## config.mk

```make
export PLATFORM = sky130hd
export DESIGN_NAME = fetch_hazard_ctrl
export DESIGN_NICKNAME = d
export VERILOG_FILES = /design/src/rtl/fetch_hazard_ctrl.sv
export SDC_FILE = /design/constraint.sdc
export NUM_CORES = 1
export LEC_CHECK = 0
export ABC_AREA = 1
export CORE_MARGIN = 2
export CORE_UTILIZATION = 41
export DETAILED_ROUTE_END_ITERATION = 16
export PLACE_DENSITY_LB_ADDON = 0.08
export SKIP_LAST_GASP = 1
export SYNTH_ARGS = -nofsm -noshare
export SYNTH_HDL_FRONTEND = slang
export SYNTH_SLANG_ARGS = --single-unit
```

## constraint.sdc

```tcl
create_clock -name clk -period 2.3 [get_ports clk]
set_clock_uncertainty 0.2 [all_clocks]
set_input_delay 0.46 -clock clk [delete_from_list [all_inputs] [get_ports clk]]
set_output_delay 0.46 -clock clk [all_outputs]
set_load 0.05 [all_outputs]
```

## src/rtl/fetch_hazard_ctrl.sv

```systemverilog
// Fetch-stage sequencer for an RV32I pipeline: arbitrates E-stage redirects, load-use
// hazards and instruction-memory wait states, and keeps saturating perf counters.
module fetch_hazard_ctrl #(
    parameter int FLUSH_CYCLES = 2,
    parameter int CNT_W        = 16
) (
    input  logic             clk,
    input  logic             rst,
    input  logic             JalE,
    input  logic             JalrE,
    input  logic             Branch_resultE,
    input  logic [31:0]      ALU_ResultE,
    input  logic             MemReadE,
    input  logic [4:0]       RdE,
    input  logic [4:0]       Rs1D,
    input  logic [4:0]       Rs2D,
    input  logic             Rs1UsedD,
    input  logic             Rs2UsedD,
    input  logic             imem_ready,
    output logic             PCSel,
    output logic [31:0]      PCTarget,
    output logic             PCEn,
    output logic             IFIDEn,
    output logic             IFIDFlush,
    output logic             IDEXFlush,
    output logic             misalign_err,
    output logic [CNT_W-1:0] redirect_cnt,
    output logic [CNT_W-1:0] stall_cnt
);

    localparam int FW = $clog2(FLUSH_CYCLES + 1);

    typedef enum logic [1:0] {S_HOLD, S_RUN, S_WAIT, S_FLUSH} state_t;

    state_t           state_q;
    logic [FW-1:0]    fcnt_q;
    logic [CNT_W-1:0] redirCnt_q, redirCnt_d;
    logic [CNT_W-1:0] stallCnt_q, stallCnt_d;
    logic             misalign_q;

    logic redir;
    logic lu;
    logic redirTaken;
    logic stallCycle;

    assign redir = JalE | JalrE | Branch_resultE;
    assign lu    = MemReadE && (RdE != 5'd0) &&
                   ((Rs1UsedD && (Rs1D == RdE)) || (Rs2UsedD && (Rs2D == RdE)));

    assign PCTarget = {ALU_ResultE[31:1], ALU_ResultE[0] & ~JalrE};

    // Counters stick at all-ones instead of wrapping.
    assign redirCnt_d = (redirCnt_q == '1) ? redirCnt_q : redirCnt_q + CNT_W'(1);
    assign stallCnt_d = (stallCnt_q == '1) ? stallCnt_q : stallCnt_q + CNT_W'(1);

    assign misalign_err = misalign_q;
    assign redirect_cnt = redirCnt_q;
    assign stall_cnt    = stallCnt_q;

    always_comb begin
        PCSel      = 1'b0;
        PCEn       = 1'b0;
        IFIDEn     = 1'b0;
        IFIDFlush  = 1'b1;
        IDEXFlush  = 1'b1;
        redirTaken = 1'b0;
        stallCycle = 1'b0;
        if (!rst && state_q != S_HOLD) begin
            if (redir) begin
                PCSel      = 1'b1;
                PCEn       = 1'b1;
                redirTaken = 1'b1;
            end else if (state_q == S_FLUSH) begin
                PCEn      = imem_ready;
                IDEXFlush = 1'b0;
            end else if (state_q == S_WAIT) begin
                // D already holds a NOP here; a hazard only needs the extra bubble into E.
                PCEn       = imem_ready;
                IFIDEn     = imem_ready;
                IFIDFlush  = ~imem_ready;
                IDEXFlush  = lu;
                stallCycle = ~imem_ready;
            end else if (lu) begin
                IFIDFlush  = 1'b0;
                stallCycle = 1'b1;
            end else if (!imem_ready) begin
                IDEXFlush  = 1'b0;
                stallCycle = 1'b1;
            end else begin
                PCEn      = 1'b1;
                IFIDEn    = 1'b1;
                IFIDFlush = 1'b0;
                IDEXFlush = 1'b0;
            end
        end
    end

    always_ff @(posedge clk) begin
        if (rst) begin
            state_q    <= S_HOLD;
            fcnt_q     <= '0;
            redirCnt_q <= '0;
            stallCnt_q <= '0;
            misalign_q <= 1'b0;
        end else begin
            if (redirTaken) begin
                if (FLUSH_CYCLES > 1) begin
                    state_q <= S_FLUSH;
                    fcnt_q  <= FW'(FLUSH_CYCLES - 1);
                end else begin
                    state_q <= S_RUN;
                    fcnt_q  <= '0;
                end
                redirCnt_q <= redirCnt_d;
                if (PCTarget[1:0] != 2'b00) begin
                    misalign_q <= 1'b1;
                end
            end else begin
                case (state_q)
                    S_HOLD:  state_q <= S_RUN;
                    S_RUN:   if (!lu && !imem_ready) state_q <= S_WAIT;
                    S_WAIT:  if (imem_ready) state_q <= S_RUN;
                    S_FLUSH: begin
                        // Only cycles that actually fetched count toward the flush window.
                        if (imem_ready) begin
                            fcnt_q <= fcnt_q - FW'(1);
                            if (fcnt_q <= FW'(1)) state_q <= S_RUN;
                        end
                    end
                endcase
            end
            if (stallCycle) begin
                stallCnt_q <= stallCnt_d;
            end
        end
    end

endmodule

```

# After elaboration in Yosys (flattened, before gate mapping)
# Cells that the tools add are included.
[word_totals]
reg_bits = 37
inputBits = 56
[op_classes]
bitwise = 7
eq_ne = 11
magnitude_cmp = 1
reduce_logical = 23
n_addsub = 3
n_mux = 36
[ops]
columns = ["operator", "n"]
rows = [
  ["adder 16 x 1 -> 16 bit, second input constant", 2],
  ["== test 16 bit, second input constant", 2],
  ["two-way mux 1 bit", 30],
  ["== test 5 bit", 2],
  ["two-way mux 2 bit", 5],
  ["AND reduction 2 bit", 5],
  ["!= test 3 bit, second input constant", 3],
  ["case mux 2 bit (4 select lines)", 1],
  ["nonzero test 2 bit", 4],
  ["logical AND 1 bit", 6],
  ["nonzero test 5 bit", 1],
  ["== test 2 bit, second input constant", 2],
  ["inverter 1 bit", 4],
  ["AND reduction 4 bit", 1],
  ["zero test 1 bit", 3],
  ["!= test 3 x 2 -> 1 bit, second input constant", 1],
  ["== test 2 x 1 -> 1 bit, second input constant", 1],
  ["<= comparator 2 x 1 -> 1 bit, second input constant", 1],
  ["zero test 2 bit", 1],
  ["OR 1 bit", 2],
  ["OR reduction 2 bit", 1],
  ["subtractor 2 x 1 -> 2 bit, second input constant", 1],
  ["bitwise AND 1 bit", 1],
  ["logical OR 1 bit", 1],
]

# Depth between registers and ports, before layout
[depth]
word_depth = 10
depth_mapped = 13

# Least setup slack after synthesis
# OpenSTA, ideal clock, no wires.
[synth_timing]
path_kind = "input to output"
start = "input Rs2D[0]"
end = "output PCEn"
n_path_buf = 1
t_arrival_ns = 1.982
required_time_ns = 1.640
slack_ns = -0.342
path_stages = 10
cell_sequence = "inv_1 > nand2_1 > nand2_1 > nor2_1 > nand3_1 > nand2_1 > nand3_1 > nand2_2 > buf_2 > a31oi_1"
[synth_via]
elab_chain_cells = 9
[synth_lines]
columns = ["item", "line_no", "source"]
rows = [
  ["start, declared", "16", "input logic [4:0] Rs2D,"],
  ["== test 5 bit", "48", "((Rs1UsedD && (Rs1D == RdE)) || (Rs2UsedD && (Rs2D == RdE)));"],
  ["logical AND 1 bit", "48", ""],
  ["logical OR 1 bit", "48", ""],
  ["logical AND 1 bit", "47", "assign lu = MemReadE && (RdE != 5'd0) &&"],
  ["two-way mux 1 bit", "83", "end else if (lu) begin"],
  ["two-way mux 1 bit", "76", "end else if (state_q == S_WAIT) begin"],
  ["two-way mux 1 bit", "73", "end else if (state_q == S_FLUSH) begin"],
  ["two-way mux 1 bit", "69", "if (redir) begin"],
  ["two-way mux 1 bit", "68", "if (!rst && state_q != S_HOLD) begin"],
  ["end, declared", "22", "output logic PCEn,"],
]
# Every way passes these cells.

# Worst setup path in the final report
[layout_timing]
start = "register stallCnt_q[4], in the netlist stall_cnt[4]"
end = "output stall_cnt[4]"
[layout_rtl]
columns = ["item", "line_no", "source"]
rows = [
  ["start, declared", "38", "logic [CNT_W-1:0] stallCnt_q, stallCnt_d;"],
  ["start signal, assigned", "133", "stallCnt_q <= stallCnt_d;"],
  ["end, declared", "28", "output logic [CNT_W-1:0] stall_cnt"],
]
# No word-level cell between the ends.

==> impl_summary.log <==
INFO  metric use_met2 = 28.2%
INFO  metric wl_per_cell = 12.0 um
INFO  metric yosys_register_bits = 37
INFO  metric worst-endpoint-arrival = 1.57 ns
INFO  metric hold_class = flop to flop
INFO  metric fmaxAchievable = 0.448 GHz
INFO  metric core_area = 5990 sq um
INFO  metric wire_length_of_the_first_global_routing_pass = 11.0 mm
INFO  metric first_global_vias = 2449
INFO  metric grt_max_degree = 25
INFO  metric vias_per_cell = 4.97
INFO  metric gp_congestion = 0.908
INFO  metric timing.final.max_slew_violations = 0
INFO  metric synth-async-reset-ratio = 0%
INFO  metric syn-instance-count = 395
INFO  metric max_stage_delay = 0.85 ns
INFO  metric min_period_over_period = 97.1%
INFO  metric area_growth = 32.4%
INFO  metric yosys.cell_count.top_type = nand2_1
INFO  metric post-dp-hpwl = 4.85 mm
INFO  metric detail_route.iter0.violations = 106
INFO  metric yosysWarnings = 0
INFO  metric overflow = 0
INFO  metric clock_latency = 0.29 ns
INFO  metric p_leak = 1.40 nW
INFO  metric placementRows = 28
INFO  metric drc = 0
INFO  metric power_total = 0.00166 W
INFO  metric use_met1 = 25.3%
INFO  metric groute.usage.overall = 18.7%
INFO  metric syn_area = 2570 sq um
INFO  metric finalWirelength = 6.31 mm
INFO  metric die-area = 6910 sq um
INFO  metric die_width = 83.1 um
INFO  metric slew_headroom = 66.1%
INFO  metric synthDistinctLibCells = 28
INFO  metric pwr_density_cell = 489 nW/um^2
INFO  metric setup_viol = 0
INFO  metric fin_hold_ws = 0.268 ns
INFO  metric cp_num_cells = 1
INFO  metric grt_setup_unrepaired = yes
INFO  metric placement.io_buffers = 65
INFO  metric drt-pass1-iter-count = 4
INFO  metric finalCriticalPeriod = 2.23 ns
INFO  metric worst-path-buf-inv = 1
INFO  metric cts_root_buf = clkbuf_8
INFO  metric clock_buffer_count_from_cts = 5
INFO  metric die-height = 83.1 um
INFO  metric clkSlewWorstSetupHoldPaths = 0.07 ns
INFO  metric pin_count = 126
INFO  metric globalRouteMet3Util = 5.07%
INFO  metric seq_area_frac_synth = 28.9%
INFO  metric fill_cells = 577
INFO  metric cts_sinks = 37
INFO  metric worst_ir_drop_vdd = 0.000376 V
INFO  metric ant_nets = 0
INFO  metric cp_slowest_cell = clkdlybuf4s50_1
INFO  metric criticalPathCategory = flop to output port
INFO  metric synth_area_per_cell = 6.50 sq um
INFO  metric cp_cell_sequence = clkdlybuf4s50_1
INFO  metric gr-max-usage-layer = met2
INFO  metric critPathRequiredTime = 1.64 ns
INFO  metric run_status = finished, final reports clean
INFO  metric crit_start_category = flop
INFO  metric ctsLongestPathBuffers = 2
INFO  metric synth.area.top_cells = dfxtp_1 29%, nand2_1 14%, buf_4 9.1%
INFO  metric grt_antenna_before_repair = 0
INFO  metric timing.hold.worst_path_depth = 2
INFO  metric timing_hold_violations_final = 0
INFO  metric synth_top_cells_by_count = 95 x nand2_1, 44 x inv_1, 39 x nor2_1
INFO  metric endpoint_kind = output port
INFO  metric post_route_cells_drive_above_1_share = 16.4%
INFO  metric diodes_inserted = 0
INFO  metric synth_top_cell_area_share = 28.9%
INFO  metric route.vias.total = 2607
INFO  metric synth_enable_flop_cells = 0
INFO  metric initial_core_util = 42.8%
INFO  metric tightest_slew = 0.506 ns
INFO  metric cts_tree = yes
INFO  metric most_instantiated_flip_flop_cell_in_the_synthesis_netlist = dfxtp_1
INFO  metric ff2ff_path_depth = 10
INFO  metric final_net_count = 508
INFO  metric crit_path_max_fanout = 5
INFO  metric worst_path_dominant_cell_family = buffers and inverters
INFO  metric h_tree_level_count = 2
INFO  metric drv_cap = 0
INFO  metric post-synth-top-area-cell = dfxtp_1
INFO  metric synth.net_count = 454
## sequential cells by signal (all words and copies together) (netlist names)
register      cells
fcnt_q            2
misalign_err      1
redirect_cnt     16
stall_cnt        16
state_q           2
## final cells by class
| class | instances | area (sq um) | share of cell area (%) |
|---|---|---|---|
| clock buffer | 7 | 86.3 | 2.54 |
| clock inverter | 1 | 30.0 | 0.884 |
| inverter | 54 | 203 | 5.96 |
| multi-input combinational | 264 | 1380 | 40.6 |
| sequential | 37 | 743 | 21.9 |
| tap | 75 | 93.8 | 2.76 |
| timing repair buffer | 87 | 861 | 25.3 |
## power breakdown
part	leakage [nW]	switching, W	internal [W]
registers	0.300	0.0000190	0.000662
clock network	0.0585	0.000228	0.000354
logic	1.04	0.000228	0.000171
total	1.40	0.000476	0.00119
## placed cells by master, fill, tap and decap left out, drive strengths merged
cell and n:
clkdlybuf4s15 2, dlygate4sd2 12, nand2 98, a211oi 1, buf 30, nor2 41
nand4 19, xnor2 4, clkdlybuf4s50 37, a21oi 30, bufinv 1, dlymetal6s2s 3
clkbuf 10, nand3 26, xor2 12, nor3 12, a2111oi 1, ha 3
o21ai 12, nor4 3, dfxtp 37, inv 54, a31oi 2
## repair_timing
action,in CTS,in global routing
endpoints found under the setup margin,4,10
hold buffers,0,0
setup buffers,1,2
gates resized for setup,20,13
pin swaps,12,7
endpoints found under the hold margin,0,0
## through the flow
| step | instance area [sq um] | util, % | setup WS (ns) | std cells | setup TNS [ns] |
|---|---|---|---|---|---|
| floorplan | 2580 | - | -0.0498 | 395 | -0.0498 |
| global placement | 3250 | 54.3 | -0.246 | 514 | -3.85 |
| detailed placement | 3250 | 54.3 | -0.277 | 514 | -4.62 |
| CTS | 3370 | 56.3 | 0.0133 | 523 | 0 |
| global route | 3400 | 56.7 | -0.0215 | 525 | -0.0635 |
| finish | 3400 | 56.7 | 0.0665 | 525 | 0 |
## worst paths after layout
check / start / to / slack (ns)
worst max-delay path: stall_cnt[4] / stall_cnt[4] / 0.07
worst min-delay path: misalign_err / misalign_err / 0.27
worst max register to register: stall_cnt[0] / stall_cnt[0] / 0.26
worst min register to register: misalign_err / misalign_err / 0.27
## logic make-up after synthesis
kind of cell | Yosys count | share of synthesized area [%]
buf+inv | 94 | 18.8
compound gates | 46 | 10.8
flops | 37 | 28.9
xor+xnor | 16 | 5.46
simple gates | 199 | 34.7
fa+ha+maj | 3 | 1.46
## layer usage
metal / part of all wire (%) / vias to the layer above
met2: 44 / 93
met5: 0 / -
met3: 6.7 / 20
li1: - / 1353
met4: 2.0 / 0
met1: 47 / 1141
No activity file was read; power rests on OpenSTA's default activity.
